File: config.mk
export PLATFORM = sky130hd
export DESIGN_NAME = eth_fcs_append_flat
export DESIGN_NICKNAME = d
export VERILOG_FILES = /design/src/rtl/eth_fcs_append_if.sv /design/src/rtl/eth_fcs_append.sv /design/src/flat_wrapper.sv
export SDC_FILE = /design/constraint.sdc
export NUM_CORES = 1
export LEC_CHECK = 0
export ABC_AREA = 1
export CORE_MARGIN = 10
export CORE_UTILIZATION = 55
export CTS_CLUSTER_DIAMETER = 150
export CTS_CLUSTER_SIZE = 8
export DETAILED_ROUTE_END_ITERATION = 16
export GPL_TIMING_DRIVEN = 1
export PLACE_DENSITY_LB_ADDON = 0.3
export REMOVE_ABC_BUFFERS = 1
export SETUP_SLACK_MARGIN = 0.3
export SKIP_LAST_GASP = 1
export SLEW_MARGIN = 20
export SYNTH_ARGS = -nofsm -noshare
export SYNTH_HDL_FRONTEND = slang
export SYNTH_SLANG_ARGS = --single-unit
File: constraint.sdc
create_clock -name eth_clk -period 1.8 [get_ports eth_clk]
set_input_delay 0.27 -clock eth_clk [delete_from_list [all_inputs] [get_ports eth_clk]]
set_output_delay 0.27 -clock eth_clk [all_outputs]
set_load 0.01 [all_outputs]
File: src/rtl/eth_fcs_append_if.sv
// MII TX side bus: merged nibble stream in, PHY nibbles and status out.
interface eth_fcs_append_if;
  localparam int unsigned NIB_W = 4;
  localparam int unsigned CNT_W = 16;

  logic [NIB_W-1:0] with_usr;
  logic             with_usr_valid;
  logic [NIB_W-1:0] txd;
  logic             tx_en;
  logic             busy;
  logic             err;
  logic [CNT_W-1:0] frame_cnt;

  // Upstream source / observer of the finisher
  modport master (
    output with_usr, with_usr_valid,
    input  txd, tx_en, busy, err, frame_cnt
  );

  // The finisher itself
  modport slave (
    input  with_usr, with_usr_valid,
    output txd, tx_en, busy, err, frame_cnt
  );
endinterface

File: src/rtl/eth_fcs_append.sv
// MII TX finisher: passes preamble/SFD/data through, pads short frames,
// appends the Ethernet FCS and enforces the inter-frame gap.
module eth_fcs_append #(
  parameter int unsigned MIN_FRAME_NIB = 120,
  parameter int unsigned IFG_NIBBLES   = 24
) (
  input  logic            eth_clk,
  input  logic            rst,
  eth_fcs_append_if.slave bus
);
  localparam int unsigned CRC_W    = 32;
  localparam int unsigned NIB_W    = 4;
  localparam int unsigned CNT_W    = 11;
  localparam int unsigned IDX_W    = 3;
  localparam int unsigned FCNT_W   = 16;
  localparam int unsigned IFG_W    = (IFG_NIBBLES > 2) ? $clog2(IFG_NIBBLES) : 1;
  localparam logic [CRC_W-1:0] CRC_POLY = 32'hEDB88320;
  localparam logic [CRC_W-1:0] CRC_INIT = 32'hFFFFFFFF;
  localparam logic [NIB_W-1:0] SFD_NIB  = 4'hD;
  localparam logic [CNT_W-1:0] CNT_MAX  = '1;
  localparam logic [CNT_W-1:0] MIN_CNT  = CNT_W'(MIN_FRAME_NIB);
  localparam logic [IFG_W-1:0] IFG_LAST = IFG_W'((IFG_NIBBLES > 0) ? IFG_NIBBLES - 1 : 0);
  localparam logic [IDX_W-1:0] IDX_LAST = '1;

  typedef enum logic [2:0] {IDLE, PRE, DATA, PAD, FCS, IFG, DROP} state_t;

  state_t             state;
  logic [CRC_W-1:0]   crc;
  logic [CNT_W-1:0]   nib_cnt;
  logic [IDX_W-1:0]   fcs_idx;
  logic [IFG_W-1:0]   ifg_cnt;
  logic [CRC_W-1:0]   fcs_word;
  logic [NIB_W-1:0]   fcs_nib;
  logic [CRC_W-1:0]   crc_data;
  logic [CRC_W-1:0]   crc_pad;
  logic [CNT_W-1:0]   cnt_inc;

  // Reflected CRC-32 advanced by one nibble, LSB first
  function automatic logic [CRC_W-1:0] crc_nib(input logic [CRC_W-1:0] c,
                                               input logic [NIB_W-1:0] d);
    logic [CRC_W-1:0] r;
    r = c;
    for (int k = 0; k < NIB_W; k++) begin
      r = (r >> 1) ^ ((r[0] ^ d[k]) ? CRC_POLY : '0);
    end
    return r;
  endfunction

  // FCS nibble select, next CRC candidates and saturating nibble count
  assign fcs_word = ~crc;
  assign fcs_nib  = fcs_word[{fcs_idx, 2'b00} +: NIB_W];
  assign crc_data = crc_nib(crc, bus.with_usr);
  assign crc_pad  = crc_nib(crc, '0);
  assign cnt_inc  = (nib_cnt == CNT_MAX) ? nib_cnt : nib_cnt + CNT_W'(1);

  // Frame sequencer with registered MII outputs and status
  always_ff @(posedge eth_clk) begin
    if (rst) begin
      state         <= IDLE;
      crc           <= CRC_INIT;
      nib_cnt       <= '0;
      fcs_idx       <= '0;
      ifg_cnt       <= '0;
      bus.txd       <= '0;
      bus.tx_en     <= 1'b0;
      bus.busy      <= 1'b0;
      bus.err       <= 1'b0;
      bus.frame_cnt <= '0;
    end else begin
      case (state)
        IDLE: begin
          crc       <= CRC_INIT;
          nib_cnt   <= '0;
          fcs_idx   <= '0;
          bus.tx_en <= bus.with_usr_valid;
          bus.txd   <= bus.with_usr_valid ? bus.with_usr : '0;
          if (bus.with_usr_valid) begin
            state    <= PRE;
            bus.busy <= 1'b1;
          end
        end
        PRE: begin
          if (bus.with_usr_valid) begin
            bus.txd   <= bus.with_usr;
            bus.tx_en <= 1'b1;
            if (bus.with_usr == SFD_NIB) state <= DATA;
          end else begin
            // Frame ended before any SFD: abandon it, no FCS
            bus.txd   <= '0;
            bus.tx_en <= 1'b0;
            bus.err   <= 1'b1;
            ifg_cnt   <= '0;
            state     <= IFG;
          end
        end
        DATA: begin
          bus.tx_en <= 1'b1;
          if (bus.with_usr_valid) begin
            bus.txd <= bus.with_usr;
            crc     <= crc_data;
            nib_cnt <= cnt_inc;
          end else if (nib_cnt < MIN_CNT) begin
            bus.txd <= '0;
            crc     <= crc_pad;
            nib_cnt <= cnt_inc;
            state   <= PAD;
          end else begin
            // First FCS nibble goes out immediately so tx_en never gaps
            bus.txd <= fcs_nib;
            fcs_idx <= fcs_idx + IDX_W'(1);
            state   <= FCS;
          end
        end
        PAD: begin
          bus.tx_en <= 1'b1;
          if (bus.with_usr_valid) bus.err <= 1'b1;
          if (nib_cnt >= MIN_CNT) begin
            bus.txd <= fcs_nib;
            fcs_idx <= fcs_idx + IDX_W'(1);
            state   <= FCS;
          end else begin
            bus.txd <= '0;
            crc     <= crc_pad;
            nib_cnt <= cnt_inc;
          end
        end
        FCS: begin
          bus.tx_en <= 1'b1;
          bus.txd   <= fcs_nib;
          fcs_idx   <= fcs_idx + IDX_W'(1);
          if (bus.with_usr_valid) bus.err <= 1'b1;
          if (fcs_idx == IDX_LAST) begin
            bus.frame_cnt <= bus.frame_cnt + FCNT_W'(1);
            ifg_cnt       <= '0;
            state         <= IFG;
          end
        end
        IFG: begin
          bus.tx_en <= 1'b0;
          bus.txd   <= '0;
          if (bus.with_usr_valid) bus.err <= 1'b1;
          if (ifg_cnt == IFG_LAST) begin
            state    <= bus.with_usr_valid ? DROP : IDLE;
            bus.busy <= bus.with_usr_valid;
          end else begin
            ifg_cnt <= ifg_cnt + IFG_W'(1);
          end
        end
        DROP: begin
          bus.tx_en <= 1'b0;
          bus.txd   <= '0;
          if (!bus.with_usr_valid) begin
            state    <= IDLE;
            bus.busy <= 1'b0;
          end
        end
        default: begin
          state     <= IDLE;
          bus.busy  <= 1'b0;
          bus.tx_en <= 1'b0;
          bus.txd   <= '0;
        end
      endcase
    end
  end
endmodule

File: src/flat_wrapper.sv
// flat-port wrapper written by rule: the top's interface ports become plain ports
module eth_fcs_append_flat 
#(
  parameter int unsigned MIN_FRAME_NIB = 120,
  parameter int unsigned IFG_NIBBLES   = 24
)
  (eth_clk, rst, bus_with_usr, bus_with_usr_valid, bus_txd, bus_tx_en, bus_busy, bus_err, bus_frame_cnt);
  eth_fcs_append_if bus_i ();
  input  logic eth_clk;
  input  logic rst;
  input wire logic [$bits(bus_i.with_usr)-1:0] bus_with_usr;
  input wire logic [$bits(bus_i.with_usr_valid)-1:0] bus_with_usr_valid;
  output wire logic [$bits(bus_i.txd)-1:0] bus_txd;
  output wire logic [$bits(bus_i.tx_en)-1:0] bus_tx_en;
  output wire logic [$bits(bus_i.busy)-1:0] bus_busy;
  output wire logic [$bits(bus_i.err)-1:0] bus_err;
  output wire logic [$bits(bus_i.frame_cnt)-1:0] bus_frame_cnt;
  assign bus_i.with_usr = bus_with_usr;
  assign bus_i.with_usr_valid = bus_with_usr_valid;
  assign bus_txd = bus_i.txd;
  assign bus_tx_en = bus_i.tx_en;
  assign bus_busy = bus_i.busy;
  assign bus_err = bus_i.err;
  assign bus_frame_cnt = bus_i.frame_cnt;
  eth_fcs_append #(.MIN_FRAME_NIB(MIN_FRAME_NIB), .IFG_NIBBLES(IFG_NIBBLES)) u_core (.eth_clk(eth_clk), .rst(rst), .bus(bus_i));
endmodule
# Word-level counts from Yosys, hierarchy flattened
# Cells that the tools add are included.
[word_totals]
reg_bits = 77
out_inout_bits = 23
wordCells = 119
[classes]
addsub = 4
order_cmp = 2
n_eq_ne = 23
shift = 1
muxes = 49
n_bitwise = 14
n_reduce_logical = 16
[op_table]
columns = ["cell", "count"]
rows = [
  ["2-to-1 mux 32 bit", 11],
  ["XOR 31 x 32 -> 32 bit", 8],
  ["case mux 32 bit (3 select lines)", 1],
  ["2-to-1 mux 11 bit", 4],
  ["2-to-1 mux 3 bit", 13],
  ["case mux 11 bit (3 select lines)", 1],
  ["NOT 32 bit", 1],
  ["variable part select 32 x 6 -> 4 bit", 1],
  ["case mux 3 bit (7 select lines)", 1],
  ["adder 16 x 1 -> 16 bit, second input constant", 1],
  ["2-to-1 mux 4 bit", 4],
  ["case mux 4 bit (4 select lines)", 1],
  ["2-to-1 mux 5 bit", 3],
  ["case mux 5 bit (3 select lines)", 1],
  ["!= test 2 bit, second input constant", 7],
  ["equality test 3 bit, second input constant", 4],
  ["case mux 3 bit (4 select lines)", 1],
  ["AND reduction 4 bit", 3],
  ["adder 11 x 1 -> 11 bit, second input constant", 1],
  ["equality test 11 bit, second input constant", 1],
  [">= comparator 11 x 7 -> 1 bit, second input constant", 1],
  ["less-than comparator 11 x 7 -> 1 bit, second input constant", 1],
  ["!= test 2 x 1 -> 1 bit, second input constant", 4],
  ["AND reduction 7 bit", 1],
  ["22 further kinds", 34],
]

# Logic depth before layout (Yosys ltp)
# Gate-level depths: netlist of the first run.
[depth]
word_depth = 14
ltp_mapped = 12

# Least setup slack after synthesis of the first run
# Ideal clock, no wire load.
[synth_timing]
path_type = "reg2reg"
startpoint = "register u_core.fcs_idx[1]"
endpoint = "register u_core.bus.frame_cnt[12]"
setup_time_ns = 0.116
t_arrival_ns = 1.456
required_time_ns = 1.684
slack_ns = 0.228
path_stages_with_launch = 10
path_buffers = 0
period_less_slack_ns = 1.572
cell_sequence = "dfxtp_1 -> ha_1 -> ha_1 -> nand3_4 -> inv_2 -> nand2_2 -> nor2_4 -> nand3_1 -> o21ai_0 -> nor2_1"
[synth_via]
elab_chain_len = 2
[synth_rtl]
columns = ["item", "line_no", "text"]
rows = [
  ["from (decl)", "eth_fcs_append.sv:30", "logic [IDX_W-1:0] fcs_idx;"],
  ["from (signal assigned)", "eth_fcs_append.sv:110", "fcs_idx <= fcs_idx + IDX_W'(1);"],
  ["from (signal assigned)", "eth_fcs_append.sv:119", "fcs_idx <= fcs_idx + IDX_W'(1);"],
  ["from (signal assigned)", "eth_fcs_append.sv:130", "fcs_idx <= fcs_idx + IDX_W'(1);"],
  ["equality test 3 bit", "eth_fcs_append.sv:132", "if (fcs_idx == IDX_LAST) begin"],
  ["AND reduction 2 bit (no source line)", "n/a", ""],
  ["to (signal assigned)", "eth_fcs_append.sv:133", "bus.frame_cnt <= bus.frame_cnt + FCNT_W'(1);"],
  ["to (decl)", "eth_fcs_append_if.sv:23", "output txd, tx_en, busy, err, frame_cnt"],
]
# No other way between the ends.
# A chain may end at the register's enable or synchronous reset.

# Worst setup path in the final report of the first run
[layout_timing]
startpoint = "register u_core.nib_cnt[7]"
endpoint = "register u_core.crc[8]"
[layout_via]
elab_chain_len = 3
[layout_rtl]
columns = ["item", "line_no", "text"]
rows = [
  ["from (decl)", "eth_fcs_append.sv:29", "logic [CNT_W-1:0] nib_cnt;"],
  ["from (signal assigned)", "eth_fcs_append.sv:101", "nib_cnt <= cnt_inc;"],
  ["from (signal assigned)", "eth_fcs_append.sv:105", "nib_cnt <= cnt_inc;"],
  ["from (signal assigned)", "eth_fcs_append.sv:124", "nib_cnt <= cnt_inc;"],
  ["less-than comparator 11 x 7 -> 1 bit / >= comparator 11 x 7 -> 1 bit (equally long branches)", "eth_fcs_append.sv:102, eth_fcs_append.sv:117", ""],
  ["!= test 3 x 2 -> 1 bit (no source line) / != test 2 bit (equally long branches)", "n/a", ""],
  ["AND reduction 3 bit (no source line) *", "n/a", ""],
  ["to (signal assigned)", "eth_fcs_append.sv:100", "crc <= crc_data;"],
  ["to (signal assigned)", "eth_fcs_append.sv:104", "crc <= crc_pad;"],
  ["to (signal assigned)", "eth_fcs_append.sv:123", "crc <= crc_pad;"],
  ["to (decl)", "eth_fcs_append.sv:28", "logic [CRC_W-1:0] crc;"],
]
# Mark *: on every way between the ends. The rest lies on a longest branch, timed or not.

==> results of run 1 <==
## registers in the layout, indices dropped and copies added (netlist names)
signal	count
u_core.state	3
u_core.bus.busy	1
u_core.nib_cnt	11
u_core.bus.frame_cnt	16
u_core.bus.txd	4
u_core.bus.err	1
u_core.ifg_cnt	5
u_core.crc	32
u_core.fcs_idx	3
u_core.bus.tx_en	1
## power by group through the flow
stage / logic, mW / clock network (mW) / registers (mW)
after global placement: 4.87 / 0 / 2.52
after floorplan: 3.16 / 0 / 2.56
after detailed placement: 4.93 / 0 / 2.52
final: 6.69 / 1.39 / 2.60
after CTS: 5.47 / 1.41 / 2.51
after global routing: 7.29 / 1.46 / 2.64
## synthesized netlist by cell type, drive strengths merged
cell type	count	area share
a21o	1	0.0014
a21oi	81	0.075
a22oi	1	0.0014
a31oi	2	0.0023
and3	1	0.0011
buf	23	0.032
clkbuf	10	0.0070
dfxtp	77	0.28
ha	6	0.014
inv	86	0.060
nand2	334	0.24
nand3	77	0.077
nand3b	2	0.0027
nand4	12	0.014
nor2	77	0.068
nor3	5	0.0054
o211ai	9	0.012
o21ai	48	0.045
o21bai	1	0.0014
o22ai	1	0.0011
or2	6	0.0068
xnor2	15	0.024
xor2	18	0.029
## worst max-delay path, stage by stage, from the launching register on
cell and delay, ns:
dfxtp_4 0.35, nor2_1 0.10, nand2_1 0.09, inv_1 0.07, nand2_2 0.10, nand2_4 0.11, nand3_4 0.18, buf_6 0.19
buf_16 0.13, a21oi_2 0.13, nand2_1 0.07
## through the flow
stage | hold slack, ns | cell area (um2) | setup TNS (ns)
finish | 0.332 | 7560 | 0
global route | 0.363 | 7560 | 0
CTS | 0.282 | 6830 | 0
detailed placement | 0.441 | 6270 | -0.658
global placement | 0.442 | 6270 | -0.108
floorplan | 0.339 | 5300 | -1.35
## final cells by class
cell class / count / area [um2] / share of cell area
clock buffers: 11 / 141 / 0.0187
clock inverters: 5 / 58.8 / 0.00777
inverters: 86 / 342 / 0.0452
multi-input cells: 698 / 3940 / 0.520
flip-flops and latches: 77 / 1590 / 0.211
well taps: 133 / 166 / 0.0220
repair buffers: 136 / 1330 / 0.175
## logic make-up after synthesis
logic type	synth area share
buffers and inverters	0.0991
DFF	0.279
and+or+nand+nor	0.416
xor gates and xnor gates	0.0524
adders and majority gates	0.0136
AOI/OAI and AO/OA	0.139
## layer usage
layer	up-vias	share of wire	wire, um	GRT usage
met5	-	0	0	0
met4	0	0.046	845	0.112
met1	2920	0.39	7270	0.275
li1	3103	-	-	-
met3	81	0.082	1520	0.0586
met2	326	0.48	8780	0.390
## what timing repair did
item,4_1_cts,5_1_grt
buffers inserted,17,26
cloned,4,2
endpoints found under the setup margin,88,67
resized for setup,82,150
pin swaps,10,44
## final timing paths
check	from	endpoint	slack, ns	cells past startpoint
max	u_core.nib_cnt[7]$_SDFFE_PP0P_	u_core.crc[8]$_SDFFE_PP1P_	0.16	10
min	rst	u_core.bus.tx_en$_SDFF_PP0_	0.33	4
max reg2reg	u_core.nib_cnt[7]$_SDFFE_PP0P_	u_core.crc[8]$_SDFFE_PP1P_	0.16	10
min reg2reg	u_core.bus.busy$_SDFFE_PP0P_	u_core.bus.busy$_SDFFE_PP0P_	0.45	2
==> metrics.md, run 1 <==
| Metric | Value |
|---|---|
| Outcome | complete, no violations |
| Worst IR Drop VDD | 0.00108 V |
| Crit path max fanout | 8 |
| Routed len/inst | 16.1 um |
| Die height | 120 um |
| Clock buffer depth | 2 |
| Hold crit path type | input pin to register |
| Seq/Total Area, Yosys | 0.279 |
| Largest net degree at the start of global routing | 49 |
| Leakage | 3.50 nW |
| Nets | 1021 |
| Worst Path Arrival | 1.92 ns |
| H-tree depth | 3 |
| First-pass GRT wire length | 28000 um |
| Total GRT Usage | 0.234 |
| Crit end category | register |
| Initial Util | 0.565 |
| Mapped cell area | 0.00552 mm2 |
| CORE AREA | 0.00977 mm2 |
| Worst EP required | 2.08 ns |
| Crit path launch type | register |
| Placed cell count | 1081 |
| Internal power | 5.64 mW |
| Area delta synth->final | 37.1% |
| Vias in the first global route | 5868 |
| Vias per std cell | 5.61 |
| RePlAce Congestion | 1.00 |
| Worst-Skew Late Latency | 0.39 ns |
| Max_slew headroom | 0.493 |
| Final worst-path cycle share | 0.911 |
| Final Max Slew Viols | 0 |
| PD cells | 1410 mW/mm2 |
| Switching Fraction | 0.471 |
| Final wirelength | 18400 um |
| PortBufs | 29 |
| Slew of the pin with the lowest slew margin | 0.761 ns |
| Fmax | 610 MHz |
| Row Count | 36 |
| Commonest non-fill, non-tap cell in the layout | nand2_1 |
| Final setup margin | 0.160 ns |
| Clock slew at reported path FFs | 0.10 ns |
| Detailed Place HPWL | 11500 um |
| GRT overflow | 0 |
| Cts-stage hold buffer count | 0 |
| CTS Root Cell | clkbuf_8 |
| Crit path kind | register to register |
| Overall Power | 10.7 mW |
| P_sw | 5.03 mW |
| Avg Cell Area, Syn | 6.18 um2 |
| Clock Skew | 0.0183 ns |
| Synth Register Bits | 77 |
| Fin cells | 1146 |
| Number of I/O pins | 30 |
| Final Hold Viols | 0 |
| Full die area | 0.0144 mm2 |
| Final Util | 0.774 |
| Initial drt markers | 581 |
| Die X | 120 um |
| Post-route DRC | 0 |
| Logic pwr share | 0.626 |
| Yosys warns | 0 |
| Total number of vias | 6430 |
| Clock share of power | 0.130 |
| Final Critical Period | 1.64 ns |
| FILL cells | 715 |
| Yosys cell types | 42 |
| Synthesized instance count | 893 |
| Endpoints failing setup | 0 |
| Num CTS Buffers | 9 |
| CTS tree | done |
| Commonest cells after routing, fill and taps aside | 287 x nand2_1, 77 x buf_4, 71 x inv_1 |
| RSZ-0062 raised after global routing | yes |
| Clk sinks | 77 |
| Layout cells sized above 1 | 0.293 |
| Detail Route Antenna Nets | 0 |
| Initial antenna violation count | 0 |
| DRT Pass-1 Iters | 7 |
| Pre-CTS setup slack | -0.0890 ns |
| Max cap viols | 0 |
| Sequential Power Share | 0.244 |
| Antenna diodes | 0 |
Note: power is estimated with default switching activity, not from simulation.
==> inputs of run 2 (changes only) <==
Settings changed: CORE_MARGIN 10 to 4, GPL_ROUTABILITY_DRIVEN from default to 0.
==> run 2 against run 1 <==
Effect of this change:
- flip-flop and latch count is the same
- first-iteration DRC count shrank 10%
- hold slack gained 0.0016 ns
- register-to-register slack gained 0.10 ns
- clock skew shrank 0.0054 ns
- non-clock buffer count shrank 10
- fmax grew 6.7%
- die area shrank 19%
- critical path depth shrank 1
- via count shrank 3.1%
==> metrics.md, run 2 (synthesis results as in run 1) <==
| Metric | Value |
|---|---|
| Routed len/inst | 15.1 um |
| First-pass GRT wire length | 26100 um |
| Pre-CTS setup slack | -0.120 ns |
| PortBufs | 29 |
| Crit end category | register |
| GR peak layer | met2 |
| Nets | 1012 |
| Crit path launch type | register |
| Total number of vias | 6233 |
| Worst R2R Path Depth | 9 |
| RSZ-0062 raised after global routing | yes |
| GRT overflow | 0 |
| Final Hold Viols | 0 |
| Commonest cells after routing, fill and taps aside | 304 x nand2_1, 76 x buf_4, 69 x inv_1 |
| Fin cells | 1137 |
| Initial drt markers | 522 |
| Vias per std cell | 5.48 |
| Worst EP required | 2.11 ns |
| Fin area | 0.00721 mm2 |
| Initial antenna violation count | 0 |
| Hold crit path type | input pin to register |
| Number of I/O pins | 30 |
| Total GRT Usage | 0.282 |
| Clock Skew | 0.0129 ns |
| CORE AREA | 0.00977 mm2 |
| Max_slew headroom | 0.777 |
| CTS Root Cell | clkbuf_8 |
| Row Count | 36 |
| Worst r2r src | u_core.fcs_idx[1]$_SDFFE_PP0P_ |
| Final setup margin | 0.264 ns |
| Antenna diodes | 0 |
| Clock slew at reported path FFs | 0.09 ns |
| Endpoints failing setup | 0 |
| Final Util | 0.737 |
| CTS tree | done |
| Crit path kind | register to register |
| Placed cell count | 1091 |
| GR Util met3 | 0.0687 |
| Clk sinks | 77 |
| Clock buffer depth | 2 |
| Worst IR Drop VDD | 0.000832 V |
| Full die area | 0.0117 mm2 |
| Layout cells sized above 1 | 0.256 |
| Post-route DRC | 0 |
| Crit path to | u_core.bus.txd[2]$_SDFF_PP0_ |
| Detail Route Antenna Nets | 0 |
| Cts-stage hold buffer count | 0 |
| Largest regs | u_core.crc (32), u_core.bus.frame_cnt (16), u_core.nib_cnt (11) |
| Die X | 108 um |
| Slew of the pin with the lowest slew margin | 0.334 ns |
| Most flops, register | u_core.crc |
| GR Util met1 | 0.350 |
| Largest net degree at the start of global routing | 31 |
| Worst Path Arrival | 1.84 ns |
| Met2 usage | 0.467 |
| Critical path origin | u_core.fcs_idx[1]$_SDFFE_PP0P_ |
| Initial Util | 0.565 |
| Critical R2R Capture | u_core.bus.txd[2]$_SDFF_PP0_ |
| Detailed Place HPWL | 11400 um |
| Final Max Slew Viols | 0 |
| Commonest non-fill, non-tap cell in the layout | nand2_1 |
| H-tree depth | 3 |
| Final Critical Period | 1.54 ns |
| Final worst-path cycle share | 0.853 |
| Outcome | complete, no violations |
| Die height | 108 um |
| Fmax | 651 MHz |
| Area after DPL | 0.00633 mm2 |
| Worst-Skew Late Latency | 0.38 ns |
| DRT Pass-1 Iters | 5 |
| PD cells | 1360 mW/mm2 |
| Max reg flops | 32 |
| Crit path max fanout | 8 |
| Max cap viols | 0 |
| Area delta synth->final | 30.6% |
| Final wirelength | 17200 um |
| Leakage | 3.39 nW |
| Setup TNS | 0 ns |
| FF-to-FF setup slack | 0.26 ns |
| Vias in the first global route | 5468 |
| Num CTS Buffers | 9 |
## run 2: cell count changes in the layout (fill, tap and decap cells not counted), sizes merged
cell / before / now
clkinv: 1 / 3
clkdlybuf4s50: 3 / 1
nor2: 77 / 78
buf: 107 / 98
dlymetal6s2s: 1 / 6
inv: 86 / 85
clkinvlp: 3 / 1
dlygate4sd2: 24 / 21
## run 2: cell type report
type / count / area (um2)
fillers: 814 / 2570
well taps: 133 / 166
inverters: 86 / 344
clock inverters: 4 / 45.0
repair buffers: 126 / 1130
multi-input cells: 699 / 3770
clock buffers: 12 / 165
flip-flops and latches: 77 / 1580
## run 2: worst min-delay path by stage
stage	start	end	slack [ns]	cells past startpoint
floorplan	rst	u_core.bus.frame_cnt[11]$_SDFFE_PP0P_	0.34	1
global placement	u_core.bus.busy$_SDFFE_PP0P_	u_core.bus.busy$_SDFFE_PP0P_	0.44	2
detailed placement	u_core.bus.busy$_SDFFE_PP0P_	u_core.bus.busy$_SDFFE_PP0P_	0.44	2
CTS	rst	u_core.crc[18]$_SDFFE_PP1P_	0.33	5
global route	rst	u_core.crc[18]$_SDFFE_PP1P_	0.35	5
finish	rst	u_core.crc[18]$_SDFFE_PP1P_	0.33	5
## run 2: per-layer routing
metal	part of all wire	vias to the layer above
met5	0	-
met4	0.039	0
met3	0.082	64
met2	0.48	262
met1	0.40	2827
li1	-	3080
## run 2: timing repair
| item | in CTS | in global routing |
|---|---|---|
| gates resized for setup | 54 | 130 |
| cloned | 0 | 2 |
| pin swaps | 6 | 38 |
| endpoints found under the hold margin | 0 | 0 |
| buffers inserted | 7 | 21 |
| setup endpoints to repair | 86 | 72 |
## run 2: power breakdown
| part | switching (mW) | internal, mW |
|---|---|---|
| Clock | 0.685 | 0.748 |
| Combinational | 3.50 | 2.37 |
| Sequential | 0.406 | 2.11 |
| Total | 4.59 | 5.22 |
## run 2: per-stage QoR
| step | hold slack, ns | power (mW) |
|---|---|---|
| floorplan | 0.339 | 5.72 |
| global placement | 0.439 | 7.47 |
| detailed placement | 0.438 | 7.52 |
| CTS | 0.328 | 9.08 |
| global route | 0.349 | 10.5 |
| finish | 0.334 | 9.81 |
## run 2: worst max-delay path: stages (launching register included)
cell and delay [ns]:
dfxtp_2 0.36, buf_6 0.13, clkinvlp_4 0.26, a21oi_2 0.22, o21ai_2 0.10, nand2_1 0.09, nand2_1 0.06, nand2_1 0.07
nand2_1 0.06, a21oi_2 0.13
==> inputs of run 3 (changes only) <==
Settings changed: CORE_ASPECT_RATIO from default to 1.5.
==> run 3 against run 2 <==
Effect of this change:
- worst setup slack got worse by 0.091 ns
- hold slack gained 0.015 ns
- clock power up 20%
- sequential power grew 2%
- fmax shrank 5.6%
- critical path type unchanged
- largest cell class unchanged
==> metrics.md, run 3 (synthesis results as in run 1) <==
| Metric | Value |
|---|---|
| Outcome | complete, no violations |
| Worst path slowest cell | dfxtp_2 |
| Critical path origin | u_core.fcs_idx[0]$_SDFFE_PP0P_ |
| FF-to-FF setup slack | 0.17 ns |
| Commonest non-fill, non-tap cell in the layout | nand2_1 |
| CTS Root Cell | clkbuf_16 |
| Max cap viols | 0 |
| Antenna diodes | 0 |
| Most flops, register | u_core.crc |
| Detail Route Antenna Nets | 0 |
| Area of the multi-input gates | 0.00376 mm2 |
| Row Count | 44 |
| Initial antenna violation count | 0 |
| Initial drt markers | 610 |
| Worst path most repeated cell | nand2_1 |
| Final Critical Period | 1.63 ns |
| Hold EP | u_core.crc[21]$_SDFFE_PP1P_ |
| Pre-CTS setup slack | -0.0663 ns |
| Max reg flops | 32 |
| Met1 wire length | 6710 um |
| CP bufs+invs | 2 |
| Detailed Place HPWL | 11700 um |
| Clk sinks | 77 |
| Worst IR Drop VDD | 0.000967 V |
| FILL cells | 750 |
| Crit path launch type | register |
| Worst-Skew Late Latency | 0.34 ns |
| Crit-path cells | buf_6, inv_1, o211ai_1, nand2_1, nand2_1, nand3_1, a21oi_1 |
| Worst Path Arrival | 1.89 ns |
| Max_slew headroom | 0.551 |
| CORE AREA | 0.00974 mm2 |
| CTS tree | done |
| Number of I/O pins | 30 |
| Largest net degree at the start of global routing | 49 |
| Routed len/inst | 16.7 um |
| Crit end category | register |
| Clock buffer depth | 2 |
| Fmax | 614 MHz |
| Full die area | 0.0117 mm2 |
| Slew of the pin with the lowest slew margin | 0.674 ns |
| Fin cells | 1113 |
| Highest routed layer | met4 |
| Die height | 131 um |
| Nets | 1007 |
| Clock Skew | 0.00462 ns |
| Layout cells sized above 1 | 0.246 |
| CP top delay family | buffers and inverters |
| Largest regs | u_core.crc (32), u_core.bus.frame_cnt (16), u_core.nib_cnt (11) |
| Hold crit path type | input pin to register |
| Worst R2R Path Depth | 7 |
| Reg area | 0.00158 mm2 |
| H-tree depth | 3 |
| Crit-path max cell delay | 0.35 ns |
| PortBufs | 29 |
| Num CTS Buffers | 9 |
| Clock slew at reported path FFs | 0.06 ns |
| Vias per std cell | 5.76 |
| Cts-stage hold buffer count | 0 |
| Final wirelength | 18600 um |
| Placed cell count | 1066 |
| Commonest cells after routing, fill and taps aside | 299 x nand2_1, 70 x buf_4, 69 x nand3_1 |
| Endpoints failing setup | 0 |
| HP Start | rst |
| Crit path max fanout | 30 |
| WHS Path Cells | 3 |
| Crit path kind | register to register |
| Worst EP required | 2.06 ns |
| Initial Util | 0.566 |
| Met3 routed WL | 1100 um |
| Die X | 89.8 um |
| Vias in the first global route | 5841 |
| Total GRT Usage | 0.289 |
| Post-route DRC | 0 |
| Final Max Slew Viols | 0 |
| Critical R2R Capture | u_core.bus.txd[0]$_SDFF_PP0_ |
| RSZ-0062 raised after global routing | yes |
| Met2 WL | 9410 um |
| Leakage | 3.35 nW |
| Area delta synth->final | 31.5% |
| Total number of vias | 6412 |
| PD cells | 1450 mW/mm2 |
| Final worst-path cycle share | 0.904 |
| DRT Pass-1 Iters | 6 |
| Final setup margin | 0.173 ns |
| Worst r2r src | u_core.fcs_idx[0]$_SDFFE_PP0P_ |
| GRT overflow | 0 |
| Final Hold Viols | 0 |
| First-pass GRT wire length | 27300 um |
==> run 3: cell types whose count changed in the layout (fill, tap and decap cells not counted), moves of 4 or more <==
cell | before | now
a21oi_2 | 23 | 17
o21ai_0 | 25 | 31
clkinvlp_4 | 1 | 5
clkbuf_16 | 0 | 11
clkbuf_8 | 12 | 1
clkdlybuf4s50_1 | 1 | 8
dlygate4sd2_1 | 21 | 16
buf_4 | 76 | 70
a21oi_1 | 58 | 63
nand2_1 | 304 | 299
nand2_4 | 11 | 15
o21ai_1 | 18 | 13
==> run 3: cell type report <==
type | count | share of cell area
tap | 115 | 0.0198
timing repair inverter | 1 | 0.00103
timing repair buffer | 121 | 0.158
multi-input combinational | 698 | 0.519
inverter | 86 | 0.0471
clock inverter | 5 | 0.00500
sequential | 77 | 0.218
clock buffer | 10 | 0.0329
==> run 3: tightest hold or removal path, delay by kind of cell <==
kind | cells | cell delay, ns
and+or+nand+nor | 1 | 0.11
buffers and inverters | 2 | 0.27
==> run 3: power by group <==
group,internal [mW],switching (mW),leakage [nW],total [mW]
sequential,2.11,0.443,0.637,2.55
clock,0.966,0.756,0.127,1.72
combinational,2.54,3.69,2.59,6.23
==> run 3: per-stage QoR <==
| stage | cell area, um2 | hold WS, ns | util | TNS, ns | power (mW) |
|---|---|---|---|---|---|
| after CTS | 6770 | 0.308 | 0.695 | 0 | 9.61 |
| after floorplan | 5300 | 0.339 | - | -1.35 | 5.72 |
| after global placement | 6250 | 0.445 | 0.641 | -0.0890 | 7.41 |
| after detailed placement | 6250 | 0.445 | 0.641 | -0.306 | 7.47 |
| after global routing | 7260 | 0.387 | 0.745 | 0 | 11.2 |
| final | 7260 | 0.348 | 0.745 | 0 | 10.5 |
==> run 3: worst max path at each step <==
stage,endpoint,cells after the start
2_1_floorplan,u_core.bus.frame_cnt[12]$_SDFFE_PP0P_,9
3_3_place_gp,u_core.crc[29]$_SDFFE_PP1P_,12
3_5_place_dp,u_core.crc[29]$_SDFFE_PP1P_,12
4_1_cts,u_core.crc[31]$_SDFFE_PP1P_,11
5_1_grt,u_core.bus.txd[0]$_SDFF_PP0_,7
6_report,u_core.bus.txd[0]$_SDFF_PP0_,7
==> run 3: timing repair <==
action | in CTS | in global routing
setup endpoints to repair | 78 | 69
pin swaps | 7 | 25
resized for setup | 67 | 104
buffers inserted | 14 | 13
cloned | 2 | 3
==> run 3: per-layer routing <==
layer | vias up | global-route usage
met5 | - | 0
met4 | 0 | 0.196
met3 | 116 | 0.0349
met2 | 317 | 0.538
met1 | 2911 | 0.307
li1 | 3068 | -
